==> config.mk <==
export PLATFORM = sky130hd
export DESIGN_NAME = xm_uart_tx_fifo
export DESIGN_NICKNAME = d
export VERILOG_FILES = /design/src/rtl/xm_uart_tx_fifo.sv
export SDC_FILE = /design/constraint.sdc
export NUM_CORES = 1
export LEC_CHECK = 0
export ABC_AREA = 1
export CAP_MARGIN = 10
export CORE_AREA = 2 2 104 106
export DETAILED_ROUTE_END_ITERATION = 8
export DIE_AREA = 0 0 106 108
export GPL_ROUTABILITY_DRIVEN = 0
export HOLD_SLACK_MARGIN = 0.12
export PLACE_DENSITY = 0.84
export SETUP_SLACK_MARGIN = 0.2
export SLEW_MARGIN = 20
export SYNTH_ARGS = -nofsm -noshare
export SYNTH_HDL_FRONTEND = slang
export SYNTH_SLANG_ARGS = --single-unit
==> constraint.sdc <==
create_clock -name clk -period 4.9 [get_ports clk]
set_clock_uncertainty 0.05 [all_clocks]
set_input_delay 0.735 -clock clk [delete_from_list [all_inputs] [get_ports clk]]
set_output_delay 0.735 -clock clk [all_outputs]
set_load 0.01 [all_outputs]
==> src/rtl/xm_uart_tx_fifo.sv <==
// rtl/xm_uart_tx_fifo.sv - byte FIFO and send sequencer feeding a UART transmitter
module xm_uart_tx_fifo #(
  parameter int DEPTH  = 16,
  parameter int ADDR_W = 4
) (
  input  logic              clk,
  input  logic              rst,
  input  logic              wr_en,
  input  logic [7:0]        wr_data,
  output logic              full,
  output logic              empty,
  output logic [ADDR_W:0]   count,
  output logic              overflow,
  output logic [7:0]        data_byte,
  output logic              send_en,
  input  logic              tx_done,
  output logic              busy
);

  typedef enum logic [1:0] {
    IDLE,
    SEND,
    WAIT,
    GAP
  } state_t;

  localparam logic [ADDR_W:0]   FULL_COUNT = (ADDR_W+1)'(DEPTH);
  localparam logic [ADDR_W:0]   COUNT_ONE  = (ADDR_W+1)'(1);
  localparam logic [ADDR_W-1:0] PTR_ONE    = ADDR_W'(1);

  state_t            state;
  logic [7:0]        mem [DEPTH];
  logic [ADDR_W-1:0] wr_ptr;
  logic [ADDR_W-1:0] rd_ptr;
  logic              do_read;
  logic              do_write;
  logic [ADDR_W:0]   count_next;

  // A read is the sequencer picking up the head byte; a full FIFO still takes a write in that cycle
  always_comb begin
    do_read    = (state == IDLE) && !empty;
    do_write   = wr_en && (!full || do_read);
    count_next = count;
    if (do_write && !do_read) begin
      count_next = count + COUNT_ONE;
    end else if (do_read && !do_write) begin
      count_next = count - COUNT_ONE;
    end
  end

  // Storage array; contents are left alone on reset since the pointers define validity
  always_ff @(posedge clk) begin
    if (do_write) begin
      mem[wr_ptr] <= wr_data;
    end
  end

  // Pointers, occupancy and flags, all derived from the same next count so they never disagree
  always_ff @(posedge clk) begin
    if (rst) begin
      wr_ptr   <= '0;
      rd_ptr   <= '0;
      count    <= '0;
      full     <= 1'b0;
      empty    <= 1'b1;
      overflow <= 1'b0;
    end else begin
      if (do_write) begin
        wr_ptr <= wr_ptr + PTR_ONE;
      end
      if (do_read) begin
        rd_ptr <= rd_ptr + PTR_ONE;
      end
      count <= count_next;
      full  <= (count_next == FULL_COUNT);
      empty <= (count_next == '0);
      if (wr_en && !do_write) begin
        overflow <= 1'b1;
      end
    end
  end

  // Send sequencer: load byte and pulse send_en, hold through the frame, then one gap cycle
  always_ff @(posedge clk) begin
    if (rst) begin
      state     <= IDLE;
      data_byte <= 8'h00;
      send_en   <= 1'b0;
      busy      <= 1'b0;
    end else begin
      case (state)
        IDLE: begin
          if (!empty) begin
            data_byte <= mem[rd_ptr];
            send_en   <= 1'b1;
            busy      <= 1'b1;
            state     <= SEND;
          end
        end
        SEND: begin
          send_en <= 1'b0;
          state   <= WAIT;
        end
        WAIT: begin
          if (tx_done) begin
            state <= GAP;
          end
        end
        GAP: begin
          busy  <= 1'b0;
          state <= IDLE;
        end
        default: begin
          send_en <= 1'b0;
          busy    <= 1'b0;
          state   <= IDLE;
        end
      endcase
    end
  end

endmodule
=== Yosys cells after proc, flatten, opt, wreduce, memory -nomap -nowiden ===
Memory sizes are Yosys's and may differ from the RTL's. A register that Yosys moved wholly into a read port is not among the register bits.
Cells that the tools add are included.
W data, S select, Z words.

* Bitwise operators: 1
* Shift-type cells: 0
* Add/sub/neg operators: 4
* Divide/modulo/power cells: 0
* Multipliers: 0
* Reduce and logical (&&, ||, !) cells: 18
* $lt $le $gt $ge: 0
* Muxes and demuxes: 10
* Equality and inequality tests: 6

{| class="wikitable"
|+ Operator list
! operator !! count
|-
| $mux W5 || 2
|-
| $add A4 B1 Y4 const B || 2
|-
| $pmux W2 S4 || 1
|-
| $reduce_and A2 Y1 || 4
|-
| $add A5 B1 Y5 const B || 1
|-
| $eq A5 B5 Y1 const B || 1
|-
| $logic_and A1 B1 Y1 || 5
|-
| $logic_not A5 Y1 || 1
|-
| $sub A5 B1 Y5 const B || 1
|-
| $eq A2 B2 Y1 const B || 2
|-
| $logic_not A1 Y1 || 4
|-
| $mux W2 || 2
|-
| $ne A2 B2 Y1 const B || 2
|-
| $pmux W1 S2 || 2
|-
| $reduce_bool A2 Y1 || 2
|-
| $mux W1 || 3
|-
| $eq A2 B1 Y1 const B || 1
|-
| $logic_not A2 Y1 || 1
|-
| $logic_or A1 B1 Y1 || 1
|-
| $not A1 Y1 || 1
|}

* ROM bits: 0
* Bits of input ports: 12
* Output and inout bits: 18
* Register bits: 20
* Memories: 1
* Latch bits: 0
* Word-level logic and storage cells: 49
* RAM bits: 128

{| class="wikitable"
|+ Memory list
! memory !! depth !! bits a word !! rd ports !! clocked after Yosys merged registers in !! wr ports !! RTL line !! RTL
|-
| mem || 16 || 8 || 1 || 1 || 1 || 32 || <nowiki>logic [7:0] mem [DEPTH];</nowiki>
|}

=== Depth between registers and ports, before layout ===
Gate-level depths: netlist of the first run.

* Depth after elaboration: 9
* Gate-level depth with buffers: 12
* Depth with buffers taken out: 12

=== Worst setup path after synthesis of the first run ===
Ideal clock, no wire load.

* Kind: register to register
* Start point: register state[0]
* End point: memory mem[11][0] (enable)
* Buffers on the path: 0
* Required time: 4.480 ns
* Slack: 2.984 ns
* Period minus slack after synthesis: 1.916 ns
* Library setup time: 0.370 ns
* Stages on the path, launching flop included: 9
* Arrival time: 1.496 ns
* Path through: dfxtp_1 > inv_1 > ha_1 > nand2_4 > nand2_1 > nand2_1 > inv_2 > nand2_1 > nor2_1

* Longest elaborated chain between the ends: 6

{| class="wikitable"
|+ Ends and longest elaborated chain
! what !! RTL line !! RTL
|-
| start, declared || 31 || <nowiki>state_t state;</nowiki>
|-
| start signal, assigned || 86 || <nowiki>state <= IDLE;</nowiki>
|-
| start signal, assigned || 97 || <nowiki>state <= SEND;</nowiki>
|-
| start signal, assigned || 102 || <nowiki>state <= WAIT;</nowiki>
|-
| $logic_not A2 Y1 || 41 || <nowiki>do_read = (state == IDLE) && !empty;</nowiki>
|-
| $logic_and A1 B1 Y1 || 41 ||
|-
| $logic_or A1 B1 Y1 || 42 || <nowiki>do_write = wr_en && (!full || do_read);</nowiki>
|-
| $logic_and A1 B1 Y1 || 42 ||
|-
| $mux W1 || 53 || <nowiki>if (do_write) begin</nowiki>
|-
| $mux W1 (not written as such) || 54 || <nowiki>mem[wr_ptr] <= wr_data;</nowiki>
|-
| end, declared || 32 ||
|}

No other way between the ends.

==> results of run 1 <==
## final timing paths
| path | to | cells past startpoint | from | slack (ns) |
|---|---|---|---|---|
| setup / recovery | data_byte[2] | 10 | rd_ptr[0] | 2.24 |
| hold / removal | overflow | 1 | overflow | 0.42 |
| setup reg to reg | data_byte[2] | 10 | rd_ptr[0] | 2.24 |
| hold reg to reg | overflow | 1 | overflow | 0.42 |
## through the flow
stage / power (mW) / utilization (%) / hold slack (ns) / area [um^2]
floorplan: 2.42 / - / 0.453 / 6620
global placement: 2.72 / 67.7 / 0.401 / 6930
global route: 4.25 / 73.5 / 0.440 / 7520
finish: 4.06 / 73.5 / 0.421 / 7520
detailed placement: 2.76 / 67.7 / 0.402 / 6930
CTS: 4.04 / 73.5 / 0.419 / 7520
## cell type report
class / count / share of cell area, %
sequential: 156 / 58.6
multi-input combinational: 410 / 25.5
clock buffer: 17 / 5.51
timing repair buffer: 31 / 4.06
clock inverter: 15 / 2.28
tap: 136 / 2.26
inverter: 35 / 1.75
## power by group through the flow
| stage | logic, mW | registers [mW] | clock network, mW |
|---|---|---|---|
| final | 1.18 | 1.59 | 1.29 |
| after global routing | 1.30 | 1.61 | 1.35 |
| after CTS | 1.16 | 1.59 | 1.29 |
| after detailed placement | 1.14 | 1.62 | 0 |
| after global placement | 1.10 | 1.62 | 0 |
| after floorplan | 0.784 | 1.64 | 0 |
## layer usage
metal  global-route usage [%]  routed length, um
met5                        0                  0
met4                     10.1                399
met1                     36.0               5530
met3                     7.29               1810
met2                     45.7               7340
## kinds of logic after synthesis
kind of cell / count (synthesis)
and+or+nand+nor: 356
DFF: 156
buffers and inverters: 65
AOI/OAI and AO/OA: 38
adders and majority gates: 12
xor gates and xnor gates: 4
## registers in the layout, summed over array words and instances (netlist names)
signal	flops
busy	1
count	5
data_byte	8
empty	1
full	1
mem	128
overflow	1
rd_ptr	4
send_en	1
state	2
wr_ptr	4
## cell usage after synthesis (2+ instances only)
cell,n,area [um^2]
sky130_fd_sc_hd__nand2_1,192,721
sky130_fd_sc_hd__xnor2_1,2,17.5
sky130_fd_sc_hd__nor2_4,2,22.5
sky130_fd_sc_hd__buf_6,2,22.5
sky130_fd_sc_hd__edfxtp_1,128,3840
sky130_fd_sc_hd__clkinv_1,2,7.51
sky130_fd_sc_hd__nor2_1,41,154
sky130_fd_sc_hd__nand2_2,2,12.5
sky130_fd_sc_hd__ha_1,12,150
sky130_fd_sc_hd__xor2_1,2,17.5
sky130_fd_sc_hd__nor3_1,2,10.0
sky130_fd_sc_hd__o21ai_1,11,55.1
sky130_fd_sc_hd__a21oi_1,18,90.1
sky130_fd_sc_hd__buf_1,3,11.3
sky130_fd_sc_hd__clkbuf_1,6,22.5
sky130_fd_sc_hd__inv_1,27,101
sky130_fd_sc_hd__dfxtp_1,28,561
sky130_fd_sc_hd__buf_4,4,30.0
sky130_fd_sc_hd__o21ai_0,7,35.0
sky130_fd_sc_hd__inv_2,6,22.5
sky130_fd_sc_hd__buf_2,15,75.1
sky130_fd_sc_hd__nor2_2,4,25.0
sky130_fd_sc_hd__nand3_1,109,546
==> summary.md, run 1 <==
- **switching fraction of total power** 35.3%
- **Synth async-reset ratio** 0%
- **Post-Syn Instances** 631
- **number of hold buffers added after CTS** 0
- **register area** 4410 um^2
- **DP HPWL** 9160 um
- **worst slack at placement** 2.04 ns
- **post-route DRC violation count** 0
- **Seq cells post-synth** 156
- **unrepaired setup endpoints after global routing** no
- **data required time of the critical path** 5.28 ns
- **I/O pin count** 30
- **power dissipated by switching net loads** 1.44 mW
- **vias in the first global route** 4565
- **Routed Wire Length** 15100 um
- **Internal Power** 2.63 mW
- **CTS tree** yes
- **most frequent cells in the layout** 192 x sky130_fd_sc_hd__nand2_1, 128 x sky130_fd_sc_hd__edfxtp_1, 109 x sky130_fd_sc_hd__nand3_1, 41 x sky130_fd_sc_hd__nor2_1, 29 x sky130_fd_sc_hd__clkdlybuf4s50_1
- **Tot GR Track Use** 27.7%
- **achievable frequency** 376 MHz
- **standard cell with the maximum stage delay on the critical path** sky130_fd_sc_hd__inv_2
- **highest ir drop seen on vdd** 303 uV
- **multi-input gate area in the final layout** 1920 um^2
- **cells along the critical path** buf_4 > inv_2 > nand2_1 > nand3_1 > nand3_1 > nand2_1 > nand2_1 > nand2_1 > o21ai_1 > inv_1
- **worst path buffer plus inverter count** 3
- **highest cell delay on the worst timing path** 0.62 ns
- **share of the cycle needed by the critical path after routing** 54.2%
- **most common library cell in the layout ignoring fill and taps** sky130_fd_sc_hd__nand2_1
- **port bufs** 29
- **number of DRC violations after detailed-routing iteration 0** 636
- **initial cell density of the core** 64.7%
- **Post-Syn Nets** 655
- **largest net degree at the start of global routing** 68
- **Setup crit end kind** flip-flop
- **worst path arrival time** 3.03 ns
- **detailed-router iteration count before antenna repair** 5
- **Critical Path Fanout Max** 67
- **clock tree sinks** 156
- **worst slew slack as a fraction of its limit** 28.5%
- **die outline width** 106 um
- **Clock power frac** 31.8%
- **Final ANT Viol Nets** 0
- **layout-stage area growth over the synthesis result** 13.6%
- **# Max-Cap Violations** 0
- **worst slew pin tran** 1.07 ns
- **dominant combinational cell family by area after synthesis** simple AND/OR/NAND/NOR gates
- **number of endpoints with negative hold slack in the final report** 0
- **number of buffers between clock root and the deepest sink** 2
- **sequential-to-total area share from yosys stat** 66.6%
- **Unique masters post-synth** 29
- **Compound-Gate Fraction of Synth Area** 2.95%
- **power density of the placed cells** 541 nW/um^2
- **mean number of vias per cell** 5.89
- **setup TNS** 0 ns
- **fraction of layout cells with a size suffix above 1** 7.83%
- **Flop pwr share** 39.2%
- **Syn Std Cell Area** 6620 um^2
- **CTS H-tree depth** 4
- **buffer cell driving the clock tree root** sky130_fd_sc_hd__clkbuf_8
- **Die Outline Area** 11400 um^2
- **Top Family by Delay on Critical Path** buffers and inverters
- **xor and xnor fraction of the mapped netlist area** 0.530%
- **clock transition time at the flip-flop clock pins of the worst setup and hold paths** 0.07 ns
- **power share of the combinational group** 28.9%
- **number of CTS-inserted buffers** 17
- **nature of the critical path startpoint** flip-flop
- **final worst setup slack** 2.24 ns
- **most repeated library cell on the critical path** sky130_fd_sc_hd__nand2_1
- **Hold/Removal Path Class** reg -> reg
- **vertical die dimension** 108 um
- **number of gates resized after cts** 0
- **routed vias** 4711
- **post-synthesis mux area share** 0%
- **CP Class** reg -> reg
- **number of flops mapped to enable cells by yosys** 128
- **Synthesis Warnings** 0
- **number of fill cells** 656
- **final count of pins violating max slew** 0
- **adder and majority gate portion of the synthesized area** 2.27%
- **Leakage** 2.83 nW
- **first-pass GRT wire length** 23300 um
- **Cell Count, Final, Fillers Out** 800
- **synthesized area per cell** 10.5 um^2
- **final routed wire length divided by cell count** 18.8 um
- **number of antenna violations at the first check in global routing** 0
- **number of endpoints failing setup at the final stage** 0
- **placed insts** 768
- **NumNets Final** 675
- **final critical-path required period** 2.66 ns
- **simple-gate area share of the yosys netlist** 23.2%
- **outcome** completed
- **buffers inserted during post-CTS setup optimization** 0
- **standard-cell rows** 37
- **Clk Latency, worst-skew pair** 0.53 ns
- **Synth Flop Type** sky130_fd_sc_hd__edfxtp_1
- **number of diodes added for antenna fixing** 0
- **sum of overflow across all layers after global routing** 0
- **core region area** 10200 um^2
No activity file was read; power rests on OpenSTA's default activity.
==> run 2, diff against run 1 <==
--- a/config.mk
+++ b/config.mk
@@ -7,12 +7,12 @@
 export LEC_CHECK = 0
 export ABC_AREA = 1
 export CAP_MARGIN = 10
-export CORE_AREA = 2 2 104 106
+export CORE_AREA = 2 2 114 116
 export DETAILED_ROUTE_END_ITERATION = 8
-export DIE_AREA = 0 0 106 108
+export DIE_AREA = 0 0 116 118
 export GPL_ROUTABILITY_DRIVEN = 0
 export HOLD_SLACK_MARGIN = 0.12
-export PLACE_DENSITY = 0.84
+export PLACE_DENSITY = 0.74
 export SETUP_SLACK_MARGIN = 0.2
 export SLEW_MARGIN = 20
 export SYNTH_ARGS = -nofsm -noshare
==> constraint.sdc (replaced) <==
create_clock -name clk -period 2.4 [get_ports clk]
set_clock_uncertainty 0.05 [all_clocks]
set_input_delay 0.36 -clock clk [delete_from_list [all_inputs] [get_ports clk]]
set_output_delay 0.36 -clock clk [all_outputs]
set_load 0.01 [all_outputs]
==> run 2 against run 1 <==
  * Fmax grew 32%
  * Clock power is 95% higher
  * Die area rose by 20%
  * Sequential power rose by 110%
  * Count of clock-buffer cells in the layout unchanged
  * Routed wire length grew 1.8%
  * Largest power group unchanged
  * Sequential share of layout area shrank 1.9 points
==> summary.md, run 2 (synthesized netlist as in run 1, its figures left out) <==
- **clock transition time at the flip-flop clock pins of the worst setup and hold paths** 0.06 ns, about the same
- **# Max-Cap Violations** 0, unchanged
- **Cell Count, Final, Fillers Out** 865, +8.1%
- **Tot GR Track Use** 23.6%, -4.1 points
- **final critical-path required period** 2.02 ns, -0.639 ns
- **Final ANT Viol Nets** 0, unchanged
- **most frequent cells in the layout** 192 x sky130_fd_sc_hd__nand2_1, 128 x sky130_fd_sc_hd__edfxtp_1, 109 x sky130_fd_sc_hd__nand3_1, 41 x sky130_fd_sc_hd__nor2_1, 30 x sky130_fd_sc_hd__buf_4
- **initial cell density of the core** 53.3%, -11 points
- **final routed wire length divided by cell count** 17.8 um, -5.8%
- **NumNets Final** 704, +4.3%
- **number of buffers between clock root and the deepest sink** 2, unchanged
- **number of endpoints failing setup at the final stage** 0, unchanged
- **placed insts** 833, +8.5%
- **Die Outline Area** 13700 um^2, +20%
- **unrepaired setup endpoints after global routing** no
- **share of the cycle needed by the critical path after routing** 84.0%, +30 points
- **Area after DPL** 7210 um^2, +4.0%
- **most flop-heavy register** mem
- **die outline width** 116 um, +9.4%
- **clock tree sinks** 156, unchanged
- **post-route DRC violation count** 0, unchanged
- **Hold/Removal Path Class** reg -> reg
- **setup TNS** 0 ns, unchanged
- **buffer cell driving the clock tree root** sky130_fd_sc_hd__clkbuf_16
- **port bufs** 29, unchanged
- **CP Class** reg -> reg
- **number of DRC violations after detailed-routing iteration 0** 451, -29%
- **Routed Wire Length** 15400 um, +1.8%
- **outcome** completed
- **CTS H-tree depth** 4, unchanged
- **total power** 8.21 mW, +100%
- **Leakage** 2.98 nW, +5.1%
- **routed vias** 4745, +0.72%
- **final count of pins violating max slew** 0, unchanged
- **DP HPWL** 10300 um, +12%
- **most common library cell in the layout ignoring fill and taps** sky130_fd_sc_hd__nand2_1
- **number of hold buffers added after CTS** 0, unchanged
- **Critical Path Fanout Max** 8, -88%
- **achievable frequency** 496 MHz, +32%
- **post-route core utilization** 62.5%, -11 points
- **largest net degree at the start of global routing** 67, -1.5%
- **core region area** 12400 um^2, +21%
- **largest registers** mem x128, data_byte x8, count x5
- **sum of overflow across all layers after global routing** 0, unchanged
- **worst slew slack as a fraction of its limit** 51.2%, +23 points
- **power density of the placed cells** 1060 nW/um^2, +96%
- **buffers inserted during post-CTS setup optimization** 0, unchanged
- **number of gates resized after cts** 0, unchanged
- **worst path arrival time** 2.10 ns, -0.93 ns
- **detailed-router iteration count before antenna repair** 5, unchanged
- **fraction of layout cells with a size suffix above 1** 11.3%, +3.4 points
- **number of antenna violations at the first check in global routing** 0, unchanged
- **number of endpoints with negative hold slack in the final report** 0, unchanged
- **I/O pin count** 30, unchanged
- **mean number of vias per cell** 5.49, -6.8%
- **vias in the first global route** 4506, -1.3%
- **vertical die dimension** 118 um, +9.3%
- **nature of the critical path startpoint** flip-flop
- **first-pass GRT wire length** 23600 um, +1.5%
- **Setup crit end kind** flip-flop
- **Clk Latency, worst-skew pair** 0.42 ns, -0.11 ns
- **register-to-register path setup slack** 0.38 ns, -1.86 ns
- **highest ir drop seen on vdd** 734 uV, +140%
- **final instance area** 7760 um^2, +3.3%
- **number of CTS-inserted buffers** 17, unchanged
- **CTS tree** yes
- **Largest register FFs** 128, unchanged
- **data required time of the critical path** 2.48 ns, -2.80 ns
- **number of diodes added for antenna fixing** 0, unchanged
- **layout-stage area growth over the synthesis result** 17.4%
- **standard-cell rows** 41, +11%
- **worst slew pin tran** 0.730 ns, -0.341 ns
-- run 2: changes by cell type in the layout (fill, tap and decap cells not counted), moves of 2 or more --
cell,before,now
sky130_fd_sc_hd__buf_4,2,30
sky130_fd_sc_hd__clkinv_2,0,6
sky130_fd_sc_hd__inv_8,5,0
sky130_fd_sc_hd__inv_6,4,1
sky130_fd_sc_hd__clkinv_1,2,6
sky130_fd_sc_hd__clkinv_4,3,1
-- run 2: power by group --
| group | internal, mW | total (mW) | switching [mW] |
|---|---|---|---|
| registers | 3.12 | 3.27 | 0.150 |
| clock network | 1.50 | 2.51 | 1.00 |
| logic | 0.860 | 2.43 | 1.57 |
| total | 5.49 | 8.21 | 2.72 |
-- run 2: final timing paths --
check,startpoint,to,cells past startpoint
hold / removal,overflow,overflow,1
setup reg to reg,state[0],mem[7][5],9
setup / recovery,state[0],mem[7][5],9
hold reg to reg,overflow,overflow,1
-- run 2: cell type report --
| type | instances | area, um^2 |
|---|---|---|
| multi-input combinational | 410 | 1920 |
| clock inverter | 15 | 130 |
| clock buffer | 17 | 425 |
| timing repair buffer | 60 | 536 |
| sequential | 156 | 4410 |
| fill | 980 | 4650 |
| inverter | 35 | 131 |
| tap | 172 | 215 |
-- run 2: layer usage --
metal / track usage (%) / share of wire (%) / vias up
met1: 32.2 / 43 / 2274
met4: 8.93 / 2.3 / 0
met3: 5.30 / 6.7 / 27
li1: - / - / 2241
met2: 37.1 / 48 / 203
met5: 0 / 0 / -
-- run 2: worst max-delay path, stage by stage, from the launching register on --
cell	delay (ns)
sky130_fd_sc_hd__dfxtp_1	0.33
sky130_fd_sc_hd__inv_1	0.13
sky130_fd_sc_hd__ha_2	0.25
sky130_fd_sc_hd__nand2_4	0.10
sky130_fd_sc_hd__nand2_1	0.09
sky130_fd_sc_hd__nand2_1	0.12
sky130_fd_sc_hd__inv_2	0.12
sky130_fd_sc_hd__nand2_1	0.18
sky130_fd_sc_hd__nor2_1	0.16
sky130_fd_sc_hd__buf_4	0.19
-- run 2: stage by stage --
stage / hold WS, ns / setup WS (ns)
after global placement: 0.403 / 0.318
final: 0.423 / 0.383
after floorplan: 0.409 / 0.484
after CTS: 0.425 / 0.350
after global routing: 0.446 / 0.236
after detailed placement: 0.412 / 0.292
